===== src/rtl/doppler_nco_multi.sv =====
// Time-multiplexed Doppler NCO: NUM_CH channels share one phase/LUT datapath.
// Each channel keeps phase, frequency and frequency-rate accumulators. A dv_in
// strobe sweeps every channel once, one per cycle. Each sample leaves the block
// three cycles after its channel issues, tagged with the channel index.
`timescale 1ns/1ps
module doppler_nco_multi #(
    parameter int NUM_CH     = 4,
    parameter int PHASE_W    = 32,
    parameter int LUT_ADDR_W = 6,
    parameter int OUT_W      = 6,
    localparam int CH_W      = (NUM_CH > 1) ? $clog2(NUM_CH) : 1
) (
    input  logic                    clk,
    input  logic                    reset,
    input  logic                    cfg_we,
    input  logic [CH_W-1:0]         cfg_ch,
    input  logic [1:0]              cfg_sel,
    input  logic [PHASE_W-1:0]      cfg_data,
    input  logic                    dv_in,
    output logic                    busy,
    output logic                    overrun,
    output logic                    dv_out,
    output logic [CH_W-1:0]         ch_out,
    output logic signed [OUT_W-1:0] real_out,
    output logic signed [OUT_W-1:0] imag_out
);

    localparam int IDX_W     = LUT_ADDR_W + 2;
    localparam int LUT_DEPTH = 1 << LUT_ADDR_W;
    localparam int AMP       = (1 << (OUT_W - 1)) - 1;

    localparam logic [0:0] ST_IDLE  = 1'b0;
    localparam logic [0:0] ST_SWEEP = 1'b1;

    // Quarter-wave table sampled at half-index offsets, so mirroring the
    // address (~a) and negating the value cover the other three quadrants.
    function automatic logic [LUT_DEPTH*OUT_W-1:0] build_lut();
        logic [LUT_DEPTH*OUT_W-1:0] t;
        real ang;
        int  v;
        t = '0;
        for (int unsigned i = 0; i < LUT_DEPTH; i++) begin
            ang = 2.0 * 3.14159265358979323846 * (real'(i) + 0.5) / real'(4 * LUT_DEPTH);
            v   = $rtoi(real'(AMP) * $sin(ang) + 0.5);
            t[i*OUT_W +: OUT_W] = v[OUT_W-1:0];
        end
        return t;
    endfunction

    localparam logic [LUT_DEPTH*OUT_W-1:0] LUT = build_lut();

    function automatic logic [OUT_W-1:0] lut_rd(input logic [LUT_ADDR_W-1:0] a);
        return LUT[int'(a)*OUT_W +: OUT_W];
    endfunction

    logic [0:0]         state;
    logic [CH_W-1:0]    cnt;
    logic               last;
    logic               issuing;

    logic [PHASE_W-1:0] phase_r [NUM_CH];
    logic [PHASE_W-1:0] freq_r  [NUM_CH];
    logic [PHASE_W-1:0] rate_r  [NUM_CH];

    logic [NUM_CH-1:0]  issue_sel;
    logic [NUM_CH-1:0]  wr_freq;
    logic [NUM_CH-1:0]  wr_rate;
    logic [NUM_CH-1:0]  wr_phase;

    logic               s1_valid;
    logic [CH_W-1:0]    s1_ch;
    logic [IDX_W-1:0]   s1_idx;

    logic               s2_valid;
    logic [CH_W-1:0]    s2_ch;
    logic [1:0]         s2_quad;
    logic [OUT_W-1:0]   s2_fwd;
    logic [OUT_W-1:0]   s2_rev;

    logic [OUT_W-1:0]   fold_re;
    logic [OUT_W-1:0]   fold_im;

    assign issuing = (state == ST_SWEEP);
    assign last    = (cnt == CH_W'(NUM_CH - 1));
    assign busy    = issuing;

    // Per-channel issue and config-write decode
    always_comb begin
        issue_sel = '0;
        wr_freq   = '0;
        wr_rate   = '0;
        wr_phase  = '0;
        for (int unsigned k = 0; k < NUM_CH; k++) begin
            issue_sel[k] = issuing && (cnt == CH_W'(k));
            wr_freq[k]   = cfg_we && (cfg_sel == 2'd0) && (cfg_ch == CH_W'(k));
            wr_rate[k]   = cfg_we && (cfg_sel == 2'd1) && (cfg_ch == CH_W'(k));
            wr_phase[k]  = cfg_we && (cfg_sel == 2'd2) && (cfg_ch == CH_W'(k));
        end
    end

    // Sweep sequencer; a strobe on the last issue cycle chains a new epoch
    always_ff @(posedge clk or negedge reset) begin
        if (!reset) begin
            state <= ST_IDLE;
            cnt   <= '0;
        end else begin
            case (state)
                ST_IDLE: begin
                    if (dv_in) begin
                        state <= ST_SWEEP;
                        cnt   <= '0;
                    end
                end
                default: begin
                    if (last) begin
                        cnt <= '0;
                        if (!dv_in) state <= ST_IDLE;
                    end else begin
                        cnt <= cnt + 1'b1;
                    end
                end
            endcase
        end
    end

    // Sticky overrun: a rejected strobe takes priority over a same-cycle clear
    always_ff @(posedge clk or negedge reset) begin
        if (!reset) begin
            overrun <= 1'b0;
        end else if (dv_in && issuing && !last) begin
            overrun <= 1'b1;
        end else if (cfg_we && (cfg_sel == 2'd3)) begin
            overrun <= 1'b0;
        end
    end

    // Channel accumulators; a config write overrides only its own register
    always_ff @(posedge clk or negedge reset) begin
        if (!reset) begin
            for (int unsigned k = 0; k < NUM_CH; k++) begin
                phase_r[k] <= '0;
                freq_r[k]  <= '0;
                rate_r[k]  <= '0;
            end
        end else begin
            for (int unsigned k = 0; k < NUM_CH; k++) begin
                if (wr_phase[k])       phase_r[k] <= cfg_data;
                else if (issue_sel[k]) phase_r[k] <= phase_r[k] + freq_r[k];
                if (wr_freq[k])        freq_r[k]  <= cfg_data;
                else if (issue_sel[k]) freq_r[k]  <= freq_r[k] + rate_r[k];
                if (wr_rate[k])        rate_r[k]  <= cfg_data;
            end
        end
    end

    // Stage 1: capture the pre-update phase index of the issued channel
    always_ff @(posedge clk or negedge reset) begin
        if (!reset) begin
            s1_valid <= 1'b0;
            s1_ch    <= '0;
            s1_idx   <= '0;
        end else begin
            s1_valid <= issuing;
            s1_ch    <= cnt;
            s1_idx   <= phase_r[cnt][PHASE_W-1 -: IDX_W];
        end
    end

    // Stage 2: read forward and mirrored quarter-table entries
    always_ff @(posedge clk or negedge reset) begin
        if (!reset) begin
            s2_valid <= 1'b0;
            s2_ch    <= '0;
            s2_quad  <= '0;
            s2_fwd   <= '0;
            s2_rev   <= '0;
        end else begin
            s2_valid <= s1_valid;
            s2_ch    <= s1_ch;
            s2_quad  <= s1_idx[IDX_W-1 -: 2];
            s2_fwd   <= lut_rd(s1_idx[LUT_ADDR_W-1:0]);
            s2_rev   <= lut_rd(~s1_idx[LUT_ADDR_W-1:0]);
        end
    end

    // Quadrant fold: cosine is sine advanced by one quadrant
    always_comb begin
        fold_re = s2_rev;
        fold_im = s2_fwd;
        case (s2_quad)
            2'd0: begin fold_re = s2_rev;       fold_im = s2_fwd;       end
            2'd1: begin fold_re = '0 - s2_fwd;  fold_im = s2_rev;       end
            2'd2: begin fold_re = '0 - s2_rev;  fold_im = '0 - s2_fwd;  end
            default: begin fold_re = s2_fwd;    fold_im = '0 - s2_rev;  end
        endcase
    end

    // Stage 3: output register; holds the last sample between valid cycles
    always_ff @(posedge clk or negedge reset) begin
        if (!reset) begin
            dv_out   <= 1'b0;
            ch_out   <= '0;
            real_out <= '0;
            imag_out <= '0;
        end else begin
            dv_out <= s2_valid;
            if (s2_valid) begin
                ch_out   <= s2_ch;
                real_out <= fold_re;
                imag_out <= fold_im;
            end
        end
    end

endmodule


===== config.mk =====
export PLATFORM = sky130hd
export DESIGN_NAME = doppler_nco_multi
export DESIGN_NICKNAME = d
export VERILOG_FILES = /design/src/rtl/doppler_nco_multi.sv
export SDC_FILE = /design/constraint.sdc
export NUM_CORES = 1
export LEC_CHECK = 0
export BUFFER_PORTS_ARGS = -buffer_cell sky130_fd_sc_hd__buf_2
export CORE_MARGIN = 1.5
export CORE_UTILIZATION = 65
export DETAILED_ROUTE_END_ITERATION = 8
export PLACE_DENSITY = 0.79
export SLEW_MARGIN = 40
export SYNTH_ARGS = -nofsm -noshare
export SYNTH_HDL_FRONTEND = slang
export SYNTH_SLANG_ARGS = --single-unit

===== constraint.sdc =====
create_clock -name clk -period 4.5 [get_ports clk]
set_clock_uncertainty 0.1 [all_clocks]
set_input_delay 0.675 -clock clk [delete_from_list [all_inputs] [get_ports clk]]
set_output_delay 0.675 -clock clk [all_outputs]
set_load 0.1 [all_outputs]

; ---- Yosys cells after proc, flatten, opt, wreduce, memory -nomap -nowiden
; Cells that the tools add are included.
[op_classes]
mux = 29
add_sub_neg = 11
n_eq_ne = 11
n_mul = 2
reduce_logical = 37
order_cmp = 1
bitwise = 2
n_shift = 2
[op_table]
columns = operator, n
row1 = $shiftx 384x10->6 const A, 2
row2 = $mux 32, 18
row3 = $add 32x32->32, 8
row4 = $bmux 32 s2, 1
row5 = $pmux 6 s3, 2
row6 = $logic_and 1x1->1, 22
row7 = $reduce_bool 2->1, 10
row8 = $mul 6x2->8 const B, 2
row9 = $eq 2x2->1 const B, 7
row10 = $sub 1x6->6 const A, 2
row11 = $eq 2x1->1 const B, 4
row12 = $logic_not 2->1, 4
row13 = $mux 2, 3
row14 = $not 6->6, 1
row15 = $mux 1, 5
row16 = $ge 3x3->1 const B, 1
row17 = $not 2->3, 1
row18 = $add 2x1->2 const B, 1
row19 = $logic_not 1->1, 1
[totals]
output_inout_bits = 17
inputBits = 40
regBits = 431

; ---- Longest topological paths before layout
; Gate-level depths: netlist (run 1).
[depth]
ltp_word = 4
mapped_depth = 13
ltp_nobuf = 13

; ---- Worst setup path before layout (run 1)
; OpenSTA, ideal clock, no wires.
[synth_path]
path_type = reg-to-reg
from = register freq_r[96] in the netlist's numbering
to = register freq_r[120] in the netlist's numbering
path_stages_with_launch = 14
period_less_slack_ns = 3.354
t_arrival_ns = 3.112
path_slack_ns = 1.146
setup_time_ns = 0.141
required_time_ns = 4.259
cell_sequence = dfrtp_1 ha_1 fa_1 a21o_1 a21o_2 a211oi_2 o31ai_2 o31ai_4 o31ai_2 a221o_1 a21o_2 a31oi_1 xor2_1 a31oi_1
[synth_between]
elab_chain_cells = 3
[synth_rtl]
columns = element, line_no
row1 = start: declaration, 62  ; logic [PHASE_W-1:0] freq_r [NUM_CH];
row2 = start signal: indexed assignment, 149  ; if (wr_freq[k]) freq_r[k] <= cfg_data;
row3 = start signal: indexed assignment, 150  ; else if (issue_sel[k]) freq_r[k] <= freq_r[k] + rate_r[k];
row4 = $add 32x32->32, 150
row5 = $mux 32, 150
row6 = $mux 32, 149
; Every way passes these cells. The select of a mux whose other input is x is not followed.
; A chain may end at the register's enable or synchronous reset.

; ---- Worst setup path after layout (run 1)
[layout_path]
from = register freq_r[64] in the netlist's numbering
to = register phase_r[94] in the netlist's numbering
[layout_between]
elab_chain_cells = 3
[layout_rtl]
columns = element, line_no
row1 = $add 32x32->32, 148  ; else if (issue_sel[k]) phase_r[k] <= phase_r[k] + freq_r[k];
row2 = $mux 32, 148
row3 = $mux 32, 147  ; if (wr_phase[k]) phase_r[k] <= cfg_data;
row4 = end signal: indexed assignment, 147
row5 = end signal: indexed assignment, 148
row6 = end: declaration, 61  ; logic [PHASE_W-1:0] phase_r [NUM_CH];
; Every way passes these cells. The select of a mux whose other input is x is not followed.

==> results.sh, run 1 <==
export IMPL_synthDistinctLibCells=91
export IMPL_critical_path_depth=12
export IMPL_max_stage_delay_ps=430
export IMPL_syn_area_um2=30600
export IMPL_mostFrequentLayoutCells="a21oi_1, dfrtp_1, nand2_1, nor2_1, o21ai_0"
export IMPL_floorplan_initialDensity_pct=65.8
export IMPL_r2r_slack_ps=550
export IMPL_gr_total_overflow=0
export IMPL_htreeDepth=2
export IMPL_core_um2=46500
export IMPL_synth_edff_count=0
export IMPL_cp_cell_sequence="ha_1 > fa_1 > a211oi_1 > o21ai_0 > a21oi_1 > a31oi_1 > a21oi_1 > o21ai_0 > a221oi_1 > o21ai_0 > xnor2_1 > o311ai_0"
export IMPL_rsz0062_at_grt="no"
export IMPL_cap_violations=0
export IMPL_fmax_mhz=253
export IMPL_setup_viol_count_final=0
export IMPL_nets=3784
export IMPL_critPathLaunchType="flop"
export IMPL_cp_startpoint="freq_r[64]"
export IMPL_fin_cells=4126
export IMPL_synth_top_area_cell="dfrtp_1"
export IMPL_cp_data_required_time_ps=4880
export IMPL_finalPower_mw=29.3
export IMPL_timing_rr_end="phase_r[94]"
export IMPL_worst_path_most_repeated_cell="o21ai_0"
export IMPL_power_leakage_nw=14.9
export IMPL_cts_root_buffer="clkbuf_16"
export IMPL_io_buffers=56
export IMPL_cts_sinks=429
export IMPL_layout_commonest_cell="a21oi_1"
export IMPL_grt_pass1_wl_um=133000
export IMPL_vias=26900
export IMPL_power_density_nw_per_um2=886
export IMPL_numCtsBuffers=48
export IMPL_syn_to_final_growth_pct=8.14
export IMPL_core_rowCount=79
export IMPL_first_pass_iters=6
export IMPL_yosysWarnings=0
export IMPL_cp_top_family="compound AO/OA/AOI/OAI gates"
export IMPL_fin_tns_setup_ps=0
export IMPL_drv_slew=0
export IMPL_path_buf_inv=0
export IMPL_ctsLongestPathBuffers=3
export IMPL_synth_area_leaders="dfrtp_1, ha_1, a21oi_1"
export IMPL_status="completed"
export IMPL_drt_iter0_markers=2505
export IMPL_stdcell_area_um2=33100
export IMPL_worstSetupEndpoint="phase_r[94]"
export IMPL_synthArstFlopShare_pct=100
export IMPL_dp_cells=4034
export IMPL_syn_area_per_cell_um2=8.67
export IMPL_peakVddDrop_mv=0.679
export IMPL_crit_slowest_cell="fa_1"
export IMPL_ctsHoldBuffers=1
export IMPL_cp_arrival_ps=4320
export IMPL_synth_top_area_share_pct=35.1
export IMPL_clkLatencyLatePin_ps=590
export IMPL_drc_errors=0
export IMPL_ant_nets=0
export IMPL_antenna_found_initial=4
export IMPL_worst_pin_slew_ps=826
export IMPL_grt_pass1_vias=25400
export IMPL_seq_area_frac_synth_pct=35.1
export IMPL_pin_count=57
export IMPL_hold_viol=0
export IMPL_clkTransAtPathRegs_ps=60
export IMPL_dp_hpwl_um=58900
export IMPL_whs_path_depth=2
export IMPL_die_area_um2=48300
export IMPL_grt_usage_pct=34.9
export IMPL_end_kind="flop"
export IMPL_layout_drive_gt1_share_pct=10.9
export IMPL_die_x_um=220
export IMPL_post_cts_resized=0
export IMPL_layout_setup_ws_ps=552
export IMPL_hold_path_class="in -> reg"
export IMPL_maxSlewHeadroom_pct=44.4
export IMPL_routed_wl_um=84800
export IMPL_fin_crit_sh_pct=87.7
export IMPL_drt_wirelength_per_cell_um=20.6
export IMPL_grt_max_degree=111
export IMPL_gp_congestion=0.947
export IMPL_ys_flop_type="dfrtp_1"
export IMPL_place_area_um2=31300
export IMPL_post_cts_buffers=0
export IMPL_r2r_cells=12
export IMPL_r2r_start="freq_r[64]"
export IMPL_crit_type="reg -> reg"
export IMPL_nFillCells=3582
export IMPL_place_ws_ps=639
export IMPL_avgViaCountPerCell=6.52
export IMPL_die_height_um=220
export IMPL_critPathMaxFanout=4
export IMPL_synth_seq_cells=429
export IMPL_synth_cells=3527
export IMPL_cts_tree="yes"
export IMPL_syn_nets=3833
export IMPL_post_route_min_period_ps=3950
through the flow:
step                      hold WS, ps  utilization [%]
after floorplan                   231                -
after global placement            234             67.2
after detailed placement          240             67.4
after CTS                         190             71.1
after global routing              217             71.1
final                             208             71.2
cell usage after synthesis, types with 33 or more instances:
master and instances:
ha_1 258, o21bai_1 41, nand3_1 63, xor2_1 80
dfrtp_1 429, clkbuf_1 165, o21ai_0 271, a31oi_1 73
a21o_1 122, mux2_2 135, inv_1 69, xnor2_1 124
nor2_1 371, a21oi_1 452, nor3_1 45, nand2_1 384
nand2b_1 33
power by group:
| group | switching, mW | total, mW | internal (mW) |
|---|---|---|---|
| sequential | 1.69 | 7.23 | 5.54 |
| clock | 1.66 | 4.30 | 2.63 |
| combinational | 10.3 | 17.7 | 7.48 |
| total | 13.6 | 29.3 | 15.7 |
worst min-delay path by stage:
stage / from / endpoint / slack [ps]
floorplan: s1_ch[0] / s2_ch[0] / 230
global placement: s1_valid / s2_valid / 230
detailed placement: s1_ch[1] / s2_ch[1] / 240
CTS: dv_in / cnt[1] / 190
global route: dv_in / cnt[1] / 220
finish: dv_in / cnt[1] / 210
worst register-to-register path, stage by stage (launching register included):
cell      delay (ps)
dfrtp_1          400
ha_1             230
fa_1             430
a211oi_1         300
o21ai_0          150
a21oi_1          330
a31oi_1          200
a21oi_1          320
o21ai_0          300
a221oi_1         430
o21ai_0          190
xnor2_1          150
o311ai_0         300
cells by family (layout without fill, tap and decap cells):
family,after synthesis,in the layout,share of synthesized area (%)
AO/OA/AOI/OAI,1155,1155,23.0
XOR/XNOR,204,204,5.85
adder cells (fa/ha/maj),266,266,11.1
buffers and inverters,258,246,3.24
flip-flops,429,429,35.1
multiplexers,168,168,6.71
other,0,4,0
AND/OR/NAND/NOR,1047,1047,15.0
layout make-up:
type                       instances  area [µm²]  area share (%)
multi-input combinational       2840       18900            57.3
timing repair buffer              90         638            1.93
clock inverter                    23         348            1.05
clock buffer                      64        1360            4.12
antenna                            4        10.0          0.0303
inverter                          69         259           0.784
tap                              607         759            2.30
sequential                       429       10700            32.5
metal layers:
layer | vias to the layer above | GRT usage (%) | share of wire, %
met5 | - | 0 | 0.022
met4 | 2 | 13.1 | 3.7
met3 | 192 | 6.34 | 8.8
met2 | 1096 | 54.9 | 45
met1 | 13000 | 48.2 | 43
li1 | 12600 | - | -
flip-flops by register name (all words and copies together) (netlist names):
name / flops
busy: 1
ch_out: 2
cnt: 2
dv_out: 1
freq_r: 128
imag_out: 6
overrun: 1
phase_r: 128
rate_r: 128
real_out: 6
s1_ch: 2
s1_idx: 8
s1_valid: 1
s2_ch: 2
s2_fwd: 5
s2_quad: 2
s2_rev: 5
s2_valid: 1
(Power assumes the default switching activity.)
==> run 2: changes to the inputs <==
- CORE_UTILIZATION: 65 -> 58
- PLACE_DENSITY: 0.79 -> 0.74
- clock period: 4.5 -> 3.5 ns (I/O delays scaled with it)
==> results.sh, run 2 (synthesis results as in run 1) <==
export IMPL_syn_to_final_growth_pct=10.8
export IMPL_avgViaCountPerCell=6.32
export IMPL_timing_rr_end="freq_r[126]"
export IMPL_htreeDepth=2
export IMPL_nets=3833
export IMPL_worst_pin_slew_ps=806
export IMPL_cp_arrival_ps=3820
export IMPL_hold_slack_ps=64.2
export IMPL_layout_commonest_cell="a21oi_1"
export IMPL_globalRouteMet3Util_pct=5.78
export IMPL_cts_root_buffer="clkbuf_16"
export IMPL_layout_setup_ws_ps=34.9
export IMPL_floorplan_initialDensity_pct=59.1
export IMPL_post_route_min_period_ps=3470
export IMPL_die_x_um=233
export IMPL_power_density_nw_per_um2=1140
export IMPL_fin_crit_sh_pct=99.0
export IMPL_drv_slew=0
export IMPL_hold_viol=0
export IMPL_cap_violations=0
export IMPL_gr_total_overflow=0
export IMPL_whs_path_depth=2
export IMPL_cts_tree="yes"
export IMPL_hold_path_class="in -> reg"
export IMPL_die_area_um2=54100
export IMPL_antenna_found_initial=8
export IMPL_first_pass_iters=5
export IMPL_core_um2=51700
export IMPL_peakVddDrop_mv=0.640
export IMPL_status="completed"
export IMPL_drc_errors=0
export IMPL_crit_type="reg -> reg"
export IMPL_vias=26900
export IMPL_grt_usage_pct=31.7
export IMPL_grt_pass1_vias=26100
export IMPL_routed_wl_um=85600
export IMPL_critPathLaunchType="flop"
export IMPL_r2r_slack_ps=30
export IMPL_rsz0062_at_grt="yes"
export IMPL_numCtsBuffers=49
export IMPL_grtUsageMet1_pct=42.3
export IMPL_end_kind="flop"
export IMPL_grt_max_degree=93
export IMPL_drt_wirelength_per_cell_um=20.1
export IMPL_place_ws_ps=-128
export IMPL_min_from="dv_in"
export IMPL_power_leakage_nw=15.3
export IMPL_cts_sinks=429
export IMPL_core_rowCount=83
export IMPL_drt_iter0_markers=2140
export IMPL_dp_hpwl_um=59800
export IMPL_grt_busiest_layer="met2"
export IMPL_cp_data_required_time_ps=3860
export IMPL_mostFrequentLayoutCells="a21oi_1, dfrtp_1, nand2_1, nor2_1, o21ai_0"
export IMPL_clkTransAtPathRegs_ps=60
export IMPL_fin_util_pct=65.5
export IMPL_whs_endpoint="cnt[1]"
export IMPL_io_buffers=56
export IMPL_critPathMaxFanout=4
export IMPL_r2r_cells=13
export IMPL_clkLatencyLatePin_ps=610
export IMPL_use_met2_pct=51.7
export IMPL_pin_count=57
export IMPL_maxSlewHeadroom_pct=46.3
export IMPL_gp_congestion=0.958
export IMPL_fmax_mhz=289
export IMPL_ant_nets=0
export IMPL_setup_viol_count_final=0
export IMPL_grt_pass1_wl_um=137000
export IMPL_layout_drive_gt1_share_pct=13.2
export IMPL_r2r_start="rate_r[96]"
export IMPL_die_height_um=233
export IMPL_dp_cells=4150
export IMPL_fin_cells=4249
export IMPL_ctsLongestPathBuffers=3
export IMPL_reg_top3="freq_r (128), phase_r (128), rate_r (128)"
run 2: changes by cell type in the layout (fill, tap and decap cells not counted), sizes merged:
| cell | before | now |
|---|---|---|
| clkbuf | 64 | 61 |
| inv | 69 | 70 |
| buf | 89 | 137 |
| bufinv | 9 | 10 |
| diode | 4 | 1 |
| clkinvlp | 3 | 6 |
| clkinv | 11 | 14 |
run 2: worst max-delay path by stage:
stage                    start     endpoint  depth (start not counted)
floorplan           freq_r[96]  freq_r[120]                         13
global placement    freq_r[64]   freq_r[92]                         14
detailed placement  freq_r[64]   freq_r[94]                         12
CTS                 freq_r[64]   freq_r[95]                         14
global route        freq_r[32]   freq_r[62]                         13
finish              rate_r[96]  freq_r[126]                         13
run 2: final cells by class:
type                       count  area, µm²
multi-input combinational   2840      19200
fill                        4273      17800
sequential                   429      10700
clock buffer                  61       1380
timing repair buffer         138       1020
tap                          680        851
clock inverter                31        428
inverter                      69        259
antenna                        1       2.50
run 2: what timing repair did:
item / in CTS / in global routing
hold buffers: 1 / 0
pin swaps: 3 / 22
buffers inserted: 0 / 4
endpoints found under the setup margin: 8 / 45
hold endpoints to repair: 83 / 0
resized for setup: 7 / 48
run 2: critical path, stage by stage (launching register included):
cell and delay, ps:
dfrtp_1 380, ha_2 200, fa_2 370, a21o_1 180, a21o_2 210, a211oi_4 330, o31ai_4 110, o31ai_4 300
o31ai_4 90, a221o_1 340, a21o_4 260, a31oi_4 210, o21ba_2 150, o311ai_0 90
run 2: power breakdown:
| part | total (mW) | internal (mW) | switching (mW) |
|---|---|---|---|
| logic | 23.7 | 10.2 | 13.5 |
| registers | 9.25 | 7.13 | 2.12 |
| clock network | 5.81 | 3.54 | 2.27 |
run 2: stage by stage:
stage	area (µm²)	power, mW	setup TNS [ps]
5_1_grt	33900	41.9	-343
3_5_place_dp	31700	32.0	-355
2_1_floorplan	30600	26.8	0
6_report	33900	38.8	0
3_3_place_gp	31700	31.1	-73.8
4_1_cts	33600	38.0	0
run 2: per-layer routing:
metal	vias up	wire, µm
met5	-	69
met4	12	2770
met3	188	6500
met2	909	39400
met1	13000	36900
li1	12700	-
